**src/rtl/dmac_axi_pkg.sv**
```systemverilog
// rtl/dmac_axi_pkg.sv - shared AXI constants and index-width helper for the DMAC master mux
package dmac_axi_pkg;

    localparam logic [1:0] BURST_FIXED = 2'b00;
    localparam logic [1:0] BURST_INCR  = 2'b01;
    localparam logic [1:0] BURST_WRAP  = 2'b10;

    localparam logic [1:0] RESP_OKAY   = 2'b00;
    localparam logic [1:0] RESP_EXOKAY = 2'b01;
    localparam logic [1:0] RESP_SLVERR = 2'b10;
    localparam logic [1:0] RESP_DECERR = 2'b11;

    function automatic int idx_w(input int n);
        return (n < 2) ? 1 : $clog2(n);
    endfunction

endpackage

```
**src/rtl/dmac_rr_arb.sv**
```systemverilog
// rtl/dmac_rr_arb.sv - round-robin arbiter; pointer moves past the winner on accept
module dmac_rr_arb
    import dmac_axi_pkg::*;
#(
    parameter int N = 4,
    localparam int IW = idx_w(N)
) (
    input  logic          clk,
    input  logic          rst,
    input  logic [N-1:0]  i_req,
    input  logic          i_accept,
    output logic [N-1:0]  o_grant,
    output logic [IW-1:0] o_idx,
    output logic          o_valid
);

    logic [IW-1:0] r_ptr;
    logic [IW:0]   w_cand;

    always_comb begin
        o_valid = 1'b0;
        o_idx   = '0;
        w_cand  = '0;
        for (int i = 0; i < N; i++) begin
            w_cand = {1'b0, r_ptr} + (IW+1)'(i);
            if (w_cand >= (IW+1)'(N))
                w_cand = w_cand - (IW+1)'(N);
            if (!o_valid && i_req[w_cand[IW-1:0]]) begin
                o_valid = 1'b1;
                o_idx   = w_cand[IW-1:0];
            end
        end
        o_grant = o_valid ? (N'(1) << o_idx) : '0;
    end

    always_ff @(posedge clk or posedge rst) begin
        if (rst)
            r_ptr <= '0;
        else if (i_accept)
            r_ptr <= (o_idx == IW'(N-1)) ? '0 : o_idx + 1'b1;
    end

endmodule

```
**src/rtl/dmac_axi_mux.sv**
```systemverilog
// rtl/dmac_axi_mux.sv - N-channel AXI master mux: RR AR/AW, AW-ordered W, ID-routed R/B
module dmac_axi_mux
    import dmac_axi_pkg::*;
#(
    parameter int N_CH     = 4,
    parameter int ID_W     = 4,
    parameter int ADDR_W   = 32,
    parameter int DATA_W   = 32,
    parameter int WQ_DEPTH = 4
) (
    input  logic                       clk,
    input  logic                       rst,
    input  logic [N_CH*ADDR_W-1:0]     ch_araddr_i,
    input  logic [N_CH*4-1:0]          ch_arlen_i,
    input  logic [N_CH*3-1:0]          ch_arsize_i,
    input  logic [N_CH*2-1:0]          ch_arburst_i,
    input  logic [N_CH-1:0]            ch_arvalid_i,
    output logic [N_CH-1:0]            ch_arready_o,
    input  logic [N_CH*ADDR_W-1:0]     ch_awaddr_i,
    input  logic [N_CH*4-1:0]          ch_awlen_i,
    input  logic [N_CH*3-1:0]          ch_awsize_i,
    input  logic [N_CH*2-1:0]          ch_awburst_i,
    input  logic [N_CH-1:0]            ch_awvalid_i,
    output logic [N_CH-1:0]            ch_awready_o,
    input  logic [N_CH*DATA_W-1:0]     ch_wdata_i,
    input  logic [N_CH*DATA_W/8-1:0]   ch_wstrb_i,
    input  logic [N_CH-1:0]            ch_wlast_i,
    input  logic [N_CH-1:0]            ch_wvalid_i,
    output logic [N_CH-1:0]            ch_wready_o,
    output logic [N_CH-1:0]            ch_rvalid_o,
    input  logic [N_CH-1:0]            ch_rready_i,
    output logic [N_CH-1:0]            ch_bvalid_o,
    input  logic [N_CH-1:0]            ch_bready_i,
    output logic [ID_W-1:0]            arid_o,
    output logic [ADDR_W-1:0]          araddr_o,
    output logic [3:0]                 arlen_o,
    output logic [2:0]                 arsize_o,
    output logic [1:0]                 arburst_o,
    output logic                       arvalid_o,
    input  logic                       arready_i,
    output logic [ID_W-1:0]            awid_o,
    output logic [ADDR_W-1:0]          awaddr_o,
    output logic [3:0]                 awlen_o,
    output logic [2:0]                 awsize_o,
    output logic [1:0]                 awburst_o,
    output logic                       awvalid_o,
    input  logic                       awready_i,
    output logic [ID_W-1:0]            wid_o,
    output logic [DATA_W-1:0]          wdata_o,
    output logic [DATA_W/8-1:0]        wstrb_o,
    output logic                       wlast_o,
    output logic                       wvalid_o,
    input  logic                       wready_i,
    input  logic [ID_W-1:0]            rid_i,
    input  logic                       rvalid_i,
    output logic                       rready_o,
    input  logic [ID_W-1:0]            bid_i,
    input  logic                       bvalid_i,
    output logic                       bready_o,
    output logic                       bad_id_o
);

    localparam int IDX_W  = idx_w(N_CH);
    localparam int STRB_W = DATA_W/8;
    localparam int QA_W   = $clog2(WQ_DEPTH);

    logic [N_CH-1:0]   w_ar_grant, w_aw_grant;
    logic [IDX_W-1:0]  w_ar_idx, w_aw_idx;
    logic              w_ar_valid, w_aw_valid;
    logic              w_ar_load, w_aw_load;
    logic [ADDR_W-1:0] w_ar_addr, w_aw_addr;
    logic [3:0]        w_ar_len, w_aw_len;
    logic [2:0]        w_ar_size, w_aw_size;
    logic [1:0]        w_ar_burst, w_aw_burst;

    logic [IDX_W-1:0]  r_fifo [WQ_DEPTH];
    logic [QA_W-1:0]   r_wr_ptr, r_rd_ptr;
    logic [QA_W:0]     r_cnt;
    logic              w_empty, w_full, w_pop;
    logic [IDX_W-1:0]  w_head;
    logic              w_rid_ok, w_bid_ok;

    dmac_rr_arb #(.N(N_CH)) u_ar_arb (
        .clk(clk), .rst(rst), .i_req(ch_arvalid_i), .i_accept(w_ar_load),
        .o_grant(w_ar_grant), .o_idx(w_ar_idx), .o_valid(w_ar_valid)
    );

    dmac_rr_arb #(.N(N_CH)) u_aw_arb (
        .clk(clk), .rst(rst), .i_req(ch_awvalid_i), .i_accept(w_aw_load),
        .o_grant(w_aw_grant), .o_idx(w_aw_idx), .o_valid(w_aw_valid)
    );

    assign w_empty = (r_cnt == '0);
    assign w_full  = (r_cnt == (QA_W+1)'(WQ_DEPTH));
    assign w_head  = r_fifo[r_rd_ptr];
    assign w_pop   = !w_empty && wvalid_o && wready_i && wlast_o;

    assign w_ar_load = (!arvalid_o || arready_i) && w_ar_valid;
    // A same-cycle W-last pop frees the slot this AW push needs.
    assign w_aw_load = (!awvalid_o || awready_i) && w_aw_valid && (!w_full || w_pop);
    assign ch_arready_o = w_ar_load ? w_ar_grant : '0;
    assign ch_awready_o = w_aw_load ? w_aw_grant : '0;

    always_comb begin
        w_ar_addr = '0; w_ar_len = '0; w_ar_size = '0; w_ar_burst = '0;
        w_aw_addr = '0; w_aw_len = '0; w_aw_size = '0; w_aw_burst = '0;
        for (int c = 0; c < N_CH; c++) begin
            if (w_ar_idx == IDX_W'(c)) begin
                w_ar_addr  = ch_araddr_i[c*ADDR_W +: ADDR_W];
                w_ar_len   = ch_arlen_i[c*4 +: 4];
                w_ar_size  = ch_arsize_i[c*3 +: 3];
                w_ar_burst = ch_arburst_i[c*2 +: 2];
            end
            if (w_aw_idx == IDX_W'(c)) begin
                w_aw_addr  = ch_awaddr_i[c*ADDR_W +: ADDR_W];
                w_aw_len   = ch_awlen_i[c*4 +: 4];
                w_aw_size  = ch_awsize_i[c*3 +: 3];
                w_aw_burst = ch_awburst_i[c*2 +: 2];
            end
        end
    end

    always_ff @(posedge clk or posedge rst) begin
        if (rst) begin
            arvalid_o <= 1'b0; arid_o <= '0; araddr_o <= '0;
            arlen_o <= '0; arsize_o <= '0; arburst_o <= '0;
        end else if (w_ar_load) begin
            arvalid_o <= 1'b1; arid_o <= ID_W'(w_ar_idx); araddr_o <= w_ar_addr;
            arlen_o <= w_ar_len; arsize_o <= w_ar_size; arburst_o <= w_ar_burst;
        end else if (arready_i) begin
            arvalid_o <= 1'b0;
        end
    end

    always_ff @(posedge clk or posedge rst) begin
        if (rst) begin
            awvalid_o <= 1'b0; awid_o <= '0; awaddr_o <= '0;
            awlen_o <= '0; awsize_o <= '0; awburst_o <= '0;
        end else if (w_aw_load) begin
            awvalid_o <= 1'b1; awid_o <= ID_W'(w_aw_idx); awaddr_o <= w_aw_addr;
            awlen_o <= w_aw_len; awsize_o <= w_aw_size; awburst_o <= w_aw_burst;
        end else if (awready_i) begin
            awvalid_o <= 1'b0;
        end
    end

    always_ff @(posedge clk) begin
        if (w_aw_load)
            r_fifo[r_wr_ptr] <= w_aw_idx;
    end

    always_ff @(posedge clk or posedge rst) begin
        if (rst) begin
            r_wr_ptr <= '0;
            r_rd_ptr <= '0;
            r_cnt    <= '0;
        end else begin
            if (w_aw_load) r_wr_ptr <= r_wr_ptr + 1'b1;
            if (w_pop)     r_rd_ptr <= r_rd_ptr + 1'b1;
            if (w_aw_load && !w_pop)      r_cnt <= r_cnt + 1'b1;
            else if (!w_aw_load && w_pop) r_cnt <= r_cnt - 1'b1;
        end
    end

    // W follows the AW grant order: only the FIFO head channel may talk.
    always_comb begin
        wvalid_o    = 1'b0;
        wid_o       = '0;
        wdata_o     = '0;
        wstrb_o     = '0;
        wlast_o     = 1'b0;
        ch_wready_o = '0;
        if (!w_empty) begin
            wid_o = ID_W'(w_head);
            for (int c = 0; c < N_CH; c++) begin
                if (w_head == IDX_W'(c)) begin
                    wvalid_o       = ch_wvalid_i[c];
                    wdata_o        = ch_wdata_i[c*DATA_W +: DATA_W];
                    wstrb_o        = ch_wstrb_i[c*STRB_W +: STRB_W];
                    wlast_o        = ch_wlast_i[c];
                    ch_wready_o[c] = wready_i;
                end
            end
        end
    end

    assign w_rid_ok = ({1'b0, rid_i} < (ID_W+1)'(N_CH));
    assign w_bid_ok = ({1'b0, bid_i} < (ID_W+1)'(N_CH));

    always_comb begin
        ch_rvalid_o = '0;
        ch_bvalid_o = '0;
        rready_o    = !w_rid_ok;
        bready_o    = !w_bid_ok;
        for (int c = 0; c < N_CH; c++) begin
            if (rid_i == ID_W'(c)) begin
                ch_rvalid_o[c] = rvalid_i;
                rready_o       = ch_rready_i[c];
            end
            if (bid_i == ID_W'(c)) begin
                ch_bvalid_o[c] = bvalid_i;
                bready_o       = ch_bready_i[c];
            end
        end
    end

    always_ff @(posedge clk or posedge rst) begin
        if (rst)
            bad_id_o <= 1'b0;
        else
            bad_id_o <= (rvalid_i && !w_rid_ok) || (bvalid_i && !w_bid_ok);
    end

endmodule

```
**config.mk**
```make
export PLATFORM = sky130hd
export DESIGN_NAME = dmac_axi_mux
export DESIGN_NICKNAME = d
export VERILOG_FILES = /design/src/rtl/dmac_axi_pkg.sv /design/src/rtl/dmac_rr_arb.sv /design/src/rtl/dmac_axi_mux.sv
export SDC_FILE = /design/constraint.sdc
export NUM_CORES = 1
export LEC_CHECK = 0
export CAP_MARGIN = 30
export CORE_AREA = 2 2 257 259
export DETAILED_ROUTE_END_ITERATION = 7
export DIE_AREA = 0 0 259 261
export SLEW_MARGIN = 15
export SYNTH_ARGS = -nofsm -noshare
export SYNTH_HDL_FRONTEND = slang
export SYNTH_HIERARCHICAL = 1
export SYNTH_SLANG_ARGS = --single-unit
```
**constraint.sdc**
```tcl
create_clock -name clk -period 5.4 [get_ports clk]
set_input_delay 0.81 -clock clk [delete_from_list [all_inputs] [get_ports clk]]
set_output_delay 0.81 -clock clk [all_outputs]
set_load 0.02 [all_outputs]
```
==> results of run 1 <==
-- worst min-delay path, cell delays in order (launching register included) --
cell and delay [ps]:
dfrtp_1 340, nand2_1 50, nand2_1 50
-- registers in the layout (all words and copies together) (netlist names), 3 cells and up --
signal / cells
araddr_o: 32
arlen_o: 4
arsize_o: 3
awaddr_o: 32
awlen_o: 4
awsize_o: 3
r_cnt: 3
r_fifo: 8
-- cell usage in the layout, fill, tap and decap left out, types with 2 or more instances in the layout --
cell type and count:
mux2_2 44, mux4_2 124, clkdlybuf4s50_1 661, nor2b_1 5
or3_1 2, nor2b_2 2, o21ai_0 4, dfrtp_1 100
conb_1 6, mux2_1 5, inv_1 10, edfxtp_1 8
xnor2_1 4, buf_4 12, clkbuf_16 9, inv_2 2
nand2_1 141, and2b_1 2, and2_1 48, bufinv_16 2
nand2b_1 5, xor2_1 2, nor2_1 15, diode_2 9
and3_1 5, a21oi_1 2, ha_1 13, nor3b_1 4
and2b_2 4, inv_6 3, o21a_1 2
-- logic make-up after synthesis --
group,share of synthesized area
flops,0.3423
other cells,0.0004680
buf+inv,0.03904
mux,0.4186
xor+xnor,0.006558
fa+ha+maj,0.02280
simple gates,0.1440
compound gates,0.02623
-- report_power, final --
part | switching (uW) | internal [uW]
clock | 392 | 415
combinational | 2480 | 2590
sequential | 216 | 1160
-- layout make-up --
type	instances	share of cell area
clock buffers	10	0.01436
clock inverters	6	0.005962
well taps	864	0.06778
diodes	9	0.001412
flip-flops and latches	108	0.1719
inverters	13	0.003216
multi-input cells	467	0.3136
repair buffers	674	0.4217
-- metal layers --
metal / global-route usage / up-vias
li1: - / 3639
met1: 0.1196 / 4024
met2: 0.2525 / 493
met3: 0.04094 / 84
met4: 0.1156 / 8
met5: 0 / -
-- worst max-delay path by stage --
stage,cells past startpoint,from,endpoint
floorplan,1,rst,araddr_o[0]$_DFFE_PP0P_
global placement,8,ch_wvalid_i[3],ch_awready_o[1]
detailed placement,8,ch_awvalid_i[1],ch_awready_o[1]
CTS,7,r_rd_ptr[0]$_DFFE_PP0P_,ch_awready_o[1]
global route,7,r_rd_ptr[0]$_DFFE_PP0P_,ch_awready_o[1]
finish,7,r_rd_ptr[0]$_DFFE_PP0P_,ch_awready_o[1]
-- per-stage QoR --
stage	hold slack [ps]	std cells	setup WS, ps	util
after floorplan	506.4	641	2085	-
after global placement	457.6	2126	1046	0.2399
after detailed placement	461.3	2126	996.7	0.2399
after CTS	481.1	2142	772.1	0.2449
after global routing	509.5	2150	689.5	0.2452
final	475.2	2151	871.5	0.2452
-- cell usage after synthesis (5+ instances only) --
cell type	instances	area, sq um
and3_1	5	31.28
mux2_2	44	495.5
dfrtp_1	100	2502
clkbuf_1	30	112.6
buf_6	5	56.30
nand2b_1	5	31.28
nor2_1	15	56.30
mux4_2	124	2793
ha_1	13	162.7
inv_1	11	41.29
nand2_1	142	533.0
and2_1	48	300.3
edfxtp_1	8	240.2
buf_1	8	30.03
buf_4	6	45.04
nor2b_1	5	31.28
mux2_1	5	56.30
==> metrics.yaml, run 1 <==
timing:
  rsz0062_at_grt: "no"
  period_needed_ps: 4529
  period_share: 0.8386
  clock_skew_ps: 16.54
  setup_viol: 0
  slew_viol_final: 0
  max_freq_ghz: 0.2208
  finalHoldViolCount: 0
  setup_tns_ps: 0
  slew_headroom: 0.4275
  worst_pin_slew_ps: 857.6
hold_path:
  min_to: "araddr_o[9]$_DFFE_PP0P_"
  min-delay-start: "araddr_o[9]$_DFFE_PP0P_"
  hp-class: "register to register"
  whs_path_depth: 2
floorplan:
  rows: 94
  die_x_um: 259
  io_pins: 668
  core_sq_um: 65040
  initial_core_util: 0.1232
  die_h_um: 261
  die-area_sq_um: 67600
setup_path:
  worstSetupPathType: "register to primary output"
  regToRegEndpoint: "r_cnt[2]$_DFFE_PP0P_"
  crit_path_cell_trace: "mux4_2 > nand3b_1 > o22ai_2 > inv_2 > a31oi_4 > and2_1 > clkdlybuf4s50_1"
  cp_slowest_cell: "clkdlybuf4s50_1"
  worst_setup_path_start_kind: "register"
  end_kind: "primary output"
  max_stage_delay_ps: 750
  critPathTopFamily: "buffers and inverters"
  r2r_start: "r_rd_ptr[0]$_DFFE_PP0P_"
  cp_data_required_time_ps: 4590
  r2r_slack_ps: 1600
  ff2ff_path_depth: 12
  cp_max_fo: 14
  cp_num_buf_inv: 2
  arrival_ps: 3720
drt:
  vias: 8248
  top_layer_used: "met5"
  antenna_left: 0
  post-route-drc-count: 0
  routedWlPerCell_um: 22.13
  drt_iter0_drc: 307
  dr_wl_met3_mm: 4.115
  m1WireLength_mm: 14.49
  wirelength_mm: 47.61
  wl_met2_mm: 25.86
  via_per_inst: 3.834
  drt_pre_antenna_iters: 7
grt:
  grt_pass1_vias: 9144
  grt_max_degree: 47
  grt_pass1_wl_mm: 64.57
  track_usage: 0.1358
  overflow: 0
  antenna_found_initial: 23
clock_tree:
  clockRootBuffer: "clkbuf_16"
  cts_tree: "done"
  clk_latency_ps: 400
  cts.sinks: 108
  cts_hold_buf: 0
  clkTransAtPathRegs_ps: 90
  ctsResizeCount: 0
  post_cts_buffers: 0
  cts_max_level: 3
  cts_buffer_depth: 2
  cts_buffers: 9
place:
  dpl.hpwl_mm: 39.99
  place_area_sq_um: 15600
  io_buffers: 661
  gp_congestion: 0.8925
yosys:
  synth_cells: 636
  ys_seq_elements: 108
  synthFlopType: "dfrtp_1"
  yosysSeqAreaShare: 0.3423
  async_flop_share: 0.9259
  synth_edf_count: 8
  synth_cell_type_count: 56
  synth_warnings: 6
  syn_area_per_cell_sq_um: 12.60
  syn-cell-area_sq_um: 8013
power:
  p_per_area_nw_per_um2: 454.9
  power.leakage_uw: 0.005950
  finalPower_uw: 7256
  ir_drop_mv: 0.3454
finish:
  multi_input_area_sq_um: 5002
  final_layout_size_suffix_gt1_frac: 0.1698
  seqCellArea_sq_um: 2743
  nets: 1798
  area_delta_synth_final_pct: 99.06
  fillers: 6792
  final_area_sq_um: 15950
run_status:
  status: "complete, no violations"
flow_run:
  maxCapViolCount: 0
Note: power is estimated with default switching activity, not from simulation.
==> run 2: changes to the inputs <==
- CORE_AREA: 2 2 257 259 -> 2 2 258 260
- DIE_AREA: 0 0 259 261 -> 0 0 260 262
- clock period: 5.4 -> 4 ns (I/O delays scaled with it)
==> metrics.yaml, run 2 (same netlist as run 1, synthesis figures left out) <==
finish:
  fillers: 6874  # +1.2%
  mostFrequentLayoutCell: "clkdlybuf4s50_1"
  area_delta_synth_final_pct: 99.66
  final_cell_mix: "clkdlybuf4s50_1, nand2_1, mux4_2, dfrtp_1, and2_1"
  final_layout_size_suffix_gt1_frac: 0.1764  # +0.006628
  nets: 1801  # +0.17%
  reg_top3: "araddr_o x32, awaddr_o x32, r_fifo x8"
  fin_util: 0.2451  # about the same
power:
  p_per_area_nw_per_um2: 611.6  # +34%
  ir_drop_mv: 0.3071  # -11%
  power.leakage_uw: 0.005978  # +0.48%
timing:
  finalHoldViolCount: 0  # unchanged
  setup_tns_ps: 0  # unchanged
  period_share: 0.9551
  rsz0062_at_grt: "no"
  period_needed_ps: 3820
  clock_skew_ps: 19.96  # +3.424 ps
  slew_viol_final: 0  # unchanged
  setup_viol: 0  # unchanged
  slew_headroom: 0.5522  # +0.1247
  whs_ps: 476.7  # +1.499 ps
  worst_pin_slew_ps: 671.7  # -185.9 ps
  max_freq_ghz: 0.2618
drt:
  wirelength_mm: 45.40  # -4.6%
  via_per_inst: 3.764  # -1.8%
  antenna_left: 0  # unchanged
  vias: 8116  # -1.6%
  drt_iter0_drc: 383  # +25%
  drt_pre_antenna_iters: 4  # -3
  routedWlPerCell_um: 21.06  # -4.9%
  post-route-drc-count: 0  # unchanged
grt:
  overflow: 0  # unchanged
  track_usage: 0.1264  # -0.009429
  grt_pass1_wl_mm: 60.86  # -5.7%
  grt_max_degree: 47  # unchanged
  antenna_found_initial: 15  # -35%
  grt_pass1_vias: 8880  # -2.9%
floorplan:
  die-area_sq_um: 68120  # +0.77%
  io_pins: 668  # unchanged
  initial_core_util: 0.1228  # -0.0004440
  core_sq_um: 65280  # +0.36%
  die_h_um: 262  # +0.38%
  rows: 94  # unchanged
  die_x_um: 260  # +0.39%
setup_path:
  cp_data_required_time_ps: 3400  # -1190 ps
  regToRegEndpoint: "r_cnt[2]$_DFFE_PP0P_"
  worst_setup_path_start_kind: "register"
  worstSetupPathType: "register to primary output"
  ff2ff_path_depth: 12  # unchanged
  r2r_start: "r_rd_ptr[0]$_DFFE_PP0P_"
  end_kind: "primary output"
  r2r_slack_ps: 570  # -1030 ps
  cp_max_fo: 9  # -5
  arrival_ps: 3220  # -500 ps
clock_tree:
  clkTransAtPathRegs_ps: 90  # about the same
  cts_buffers: 9  # unchanged
  cts_hold_buf: 0  # unchanged
  clockRootBuffer: "clkbuf_16"
  cts_max_level: 3  # unchanged
  clk_latency_ps: 390  # about the same
  ctsResizeCount: 0  # unchanged
  cts.sinks: 108  # unchanged
  cts_tree: "done"
  cts_buffer_depth: 2  # unchanged
  post_cts_buffers: 0  # unchanged
flow_run:
  maxCapViolCount: 0  # unchanged
hold_path:
  min_to: "araddr_o[12]$_DFFE_PP0P_"
  hp-class: "register to register"
  whs_path_depth: 2  # unchanged
  min-delay-start: "araddr_o[12]$_DFFE_PP0P_"
run_status:
  status: "complete, no violations"
place:
  io_buffers: 661  # unchanged
  dpl.hpwl_mm: 39.07  # -2.3%
  gp_congestion: 0.8973  # +0.54%
==> run 2: area by class of cell <==
| type | instances | area, sq um | area share |
|---|---|---|---|
| Antenna cell | 11 | 27.53 | 0.001721 |
| Clock buffer | 11 | 252.7 | 0.01580 |
| Clock inverter | 5 | 65.06 | 0.004067 |
| Inverter | 13 | 51.30 | 0.003207 |
| Multi-Input combinational cell | 467 | 5002 | 0.3127 |
| Sequential cell | 108 | 2744 | 0.1715 |
| Tap cell | 864 | 1081 | 0.06757 |
| Timing Repair Buffer | 677 | 6774 | 0.4234 |
==> run 2: worst max-delay path by stage <==
| stage | startpoint | end | slack [ps] | cells after the start |
|---|---|---|---|---|
| 2_1_floorplan | r_rd_ptr[0]$_DFFE_PP0P_ | r_cnt[2]$_DFFE_PP0P_ | 790 | 13 |
| 3_3_place_gp | ch_awvalid_i[1] | ch_awready_o[3] | 500 | 8 |
| 3_5_place_dp | ch_awvalid_i[3] | ch_awready_o[3] | 380 | 8 |
| 4_1_cts | r_rd_ptr[0]$_DFFE_PP0P_ | ch_awready_o[2] | 60 | 7 |
| 5_1_grt | r_rd_ptr[0]$_DFFE_PP0P_ | ch_awready_o[2] | 30 | 7 |
| 6_report | r_rd_ptr[0]$_DFFE_PP0P_ | ch_awready_o[2] | 180 | 7 |
==> run 2: per-stage QoR <==
| step | worst slack (ps) | area [sq um] | total power [uW] | cells |
|---|---|---|---|---|
| after detailed placement | 377.2 | 15650 | 8885 | 2129 |
| after global routing | 29.05 | 15990 | 10370 | 2153 |
| final | 179.6 | 16000 | 9784 | 2156 |
| after floorplan | 785.8 | 8031 | 5637 | 641 |
| after global placement | 504.1 | 15650 | 8835 | 2129 |
| after CTS | 59.19 | 15970 | 10010 | 2145 |
==> run 2: worst max-delay path: stages (launching register included) <==
cell	delay, ps
dfrtp_2	450
mux4_2	640
nand3b_1	270
o22ai_2	220
inv_2	100
a31oi_4	290
and2_1	220
clkdlybuf4s50_1	630
==> run 2: report_power, final <==
| group | leakage (uW) | switching, uW | internal [uW] |
|---|---|---|---|
| logic | 0.00457 | 3360 | 3530 |
| clock network | 0.000157 | 499 | 530 |
| registers | 0.00126 | 293 | 1570 |
==> run 2: layer usage <==
layer  vias up  wire, um  global-route usage
met2       482     24610              0.2404
met3        59      4384             0.03810
met4         6      1812             0.06928
met1      3930     14550              0.1211
met5         -        40                   0
li1       3639         -                   -
==> run 3: changes to the inputs <==
--- a/constraint.sdc
+++ b/constraint.sdc
@@ -3,2 +3,2 @@
 set_output_delay 0.6 -clock clk [all_outputs]
-set_load 0.02 [all_outputs]
+set_load 0.01 [all_outputs]
==> metrics.yaml, run 3 (same netlist as run 1, synthesis figures left out) <==
place:
  dpl.hpwl_mm: 39.38  # +0.79%
  place_area_sq_um: 15670  # +0.11%
  gp_congestion: 0.8922  # -0.57%
  io_buffers: 661  # unchanged
  place_ws_ps: 287.5  # -89.66 ps
setup_path:
  worst_setup_path_start_kind: "register"
  crit_end: "ch_awready_o[2]"
  cp_max_fo: 6  # -3
  critPathTopFamily: "multiplexers"
  worstSetupPathType: "register to primary output"
  r2r_start: "r_rd_ptr[0]$_DFFE_PP0P_"
  r2r_slack_ps: 540  # -30 ps
  cp_num_buf_inv: 2  # unchanged
  cp_slowest_cell: "mux4_2"
  end_kind: "primary output"
  max_stage_delay_ps: 620  # -20 ps
  cp_data_required_time_ps: 3400  # about the same
  regToRegEndpoint: "r_cnt[2]$_DFFE_PP0P_"
  ff2ff_path_depth: 12  # unchanged
  crit_cells: 7  # unchanged
  arrival_ps: 3240  # +20 ps
  crit_path_cell_trace: "mux4_2 > mux2_2 > o22ai_2 > inv_2 > a31oi_4 > and2_1 > clkdlybuf4s50_1"
  startpoint: "r_rd_ptr[0]$_DFFE_PP0P_"
floorplan:
  core_sq_um: 65280  # unchanged
  die_h_um: 262  # unchanged
  die-area_sq_um: 68120  # unchanged
  die_x_um: 260  # unchanged
  rows: 94  # unchanged
  initial_core_util: 0.1228  # unchanged
  io_pins: 668  # unchanged
grt:
  use_met1: 0.1207  # -0.0003959
  overflow: 0  # unchanged
  grtUsageMet3: 0.04225  # +0.004147
  track_usage: 0.1289  # +0.002489
  grt_max_degree: 51  # +8.5%
  grt_pass1_wl_mm: 62.13  # +2.1%
  antenna_found_initial: 13  # -2
  grt_pass1_vias: 8939  # +0.66%
  grtUsageMet2: 0.2487  # +0.008348
  gr-max-usage-layer: "met2"
hold_path:
  min-delay-start: "araddr_o[25]$_DFFE_PP0P_"
  hp-class: "register to register"
clock_tree:
  clockRootBuffer: "clkbuf_16"
  cts_max_level: 3  # unchanged
  ctsResizeCount: 0  # unchanged
  cts_buffer_depth: 2  # unchanged
  clkTransAtPathRegs_ps: 90  # about the same
  cts.sinks: 108  # unchanged
  cts_tree: "done"
  cts_hold_buf: 0  # unchanged
  cts_buffers: 9  # unchanged
  clk_latency_ps: 390  # about the same
timing:
  slew_headroom: 0.3663  # -0.1859
  clock_skew_ps: 17.98  # -1.982 ps
  whs_ps: 476.5  # -0.1840 ps
  setup_viol: 0  # unchanged
  setup_tns_ps: 0  # unchanged
  finalHoldViolCount: 0  # unchanged
  layout_setup_ws_ps: 163.5  # -16.13 ps
  slew_viol_final: 0  # unchanged
  period_share: 0.9591  # +0.004032
  max_freq_ghz: 0.2607  # -0.42%
  rsz0062_at_grt: "no"
  period_needed_ps: 3837  # +16.13 ps
  worst_pin_slew_ps: 941.9  # +270.2 ps
drt:
  drt_iter0_drc: 262  # -32%
  vias: 8162  # +0.57%
  drt_pre_antenna_iters: 6  # +2
  via_per_inst: 3.787  # +0.61%
  post-route-drc-count: 0  # unchanged
  routedWlPerCell_um: 21.31  # +1.2%
  wirelength_mm: 45.93  # +1.2%
  antenna_left: 0  # unchanged
run_status:
  status: "complete, no violations"
power:
  finalPower_uw: 9179  # -6.2%
  power.leakage_uw: 0.005979  # about the same
  p_per_area_nw_per_um2: 573.4  # -6.2%
  ir_drop_mv: 0.2198  # -28%
flow_run:
  maxCapViolCount: 0  # unchanged
finish:
  area_delta_synth_final_pct: 99.78  # about the same
  nets: 1803  # +0.11%
  mostFrequentLayoutCell: "clkdlybuf4s50_1"
  final_cell_mix: "clkdlybuf4s50_1, nand2_1, mux4_2, dfrtp_1, and2_1"
  fillers: 6874  # unchanged
  final_layout_size_suffix_gt1_frac: 0.1730  # -0.003393
  reg_top3: "araddr_o x32, awaddr_o x32, r_fifo x8"
  final_area_sq_um: 16010  # about the same
-- run 3: cell count changes in the layout (fill, tap and decap cells not counted), moves of 2 or more --
cell and delta:
buf_12 +2, buf_4 -5, clkdlybuf4s50_1 +5, clkinv_2 +2, diode_2 -3
-- run 3: stage by stage --
stage / utilization / std cells
after global routing: 0.2452 / 2153
after floorplan: - / 641
after global placement: 0.2400 / 2128
final: 0.2452 / 2155
after detailed placement: 0.2400 / 2128
after CTS: 0.2449 / 2147
-- run 3: worst min path at each step --
stage | endpoint | cells after the start
floorplan | u_ar_arb/r_ptr[0]$_DFFE_PP0P_ | 1
global placement | araddr_o[20]$_DFFE_PP0P_ | 2
detailed placement | araddr_o[20]$_DFFE_PP0P_ | 2
CTS | araddr_o[25]$_DFFE_PP0P_ | 2
global route | araddr_o[12]$_DFFE_PP0P_ | 2
finish | araddr_o[25]$_DFFE_PP0P_ | 2
-- run 3: where the power goes --
group / total (uW) / switching, uW / internal [uW]
clock: 949 / 501 / 449
combinational: 6360 / 2760 / 3600
sequential: 1870 / 299 / 1570
-- run 3: final cells by class --
cell class	instances	area (sq um)	share of cell area
Antenna cell	8	20.02	0.001251
Clock buffer	10	239.0	0.01493
Clock inverter	6	45.04	0.002814
Inverter	13	51.30	0.003205
Multi-Input combinational cell	467	5002	0.3125
Sequential cell	108	2743	0.1713
Tap cell	864	1081	0.06753
Timing Repair Buffer	679	6827	0.4264
-- run 3: timing repair --
action | 4_1_cts | 5_1_grt
hold endpoints to repair | 0 | 0
setup buffers | 3 | 0
setup endpoints to repair | 16 | 0
-- run 3: routing by layer --
layer  routed length (um)  vias to the layer above
li1                     -                     3639
met5                   27                        -
met1                14580                     3962
met2                24980                      492
met3                 4530                       65
met4                 1818                        4
-- run 3: worst register-to-register path, delay by kind of cell (launching register included) --
| kind | cells | cell delay, ps |
|---|---|---|
| fa+ha+maj | 2 | 580 |
| simple gates | 1 | 120 |
| buf+inv | 3 | 410 |
| flops | 1 | 520 |
| mux | 2 | 930 |
| compound gates | 2 | 510 |
| xor+xnor | 2 | 310 |
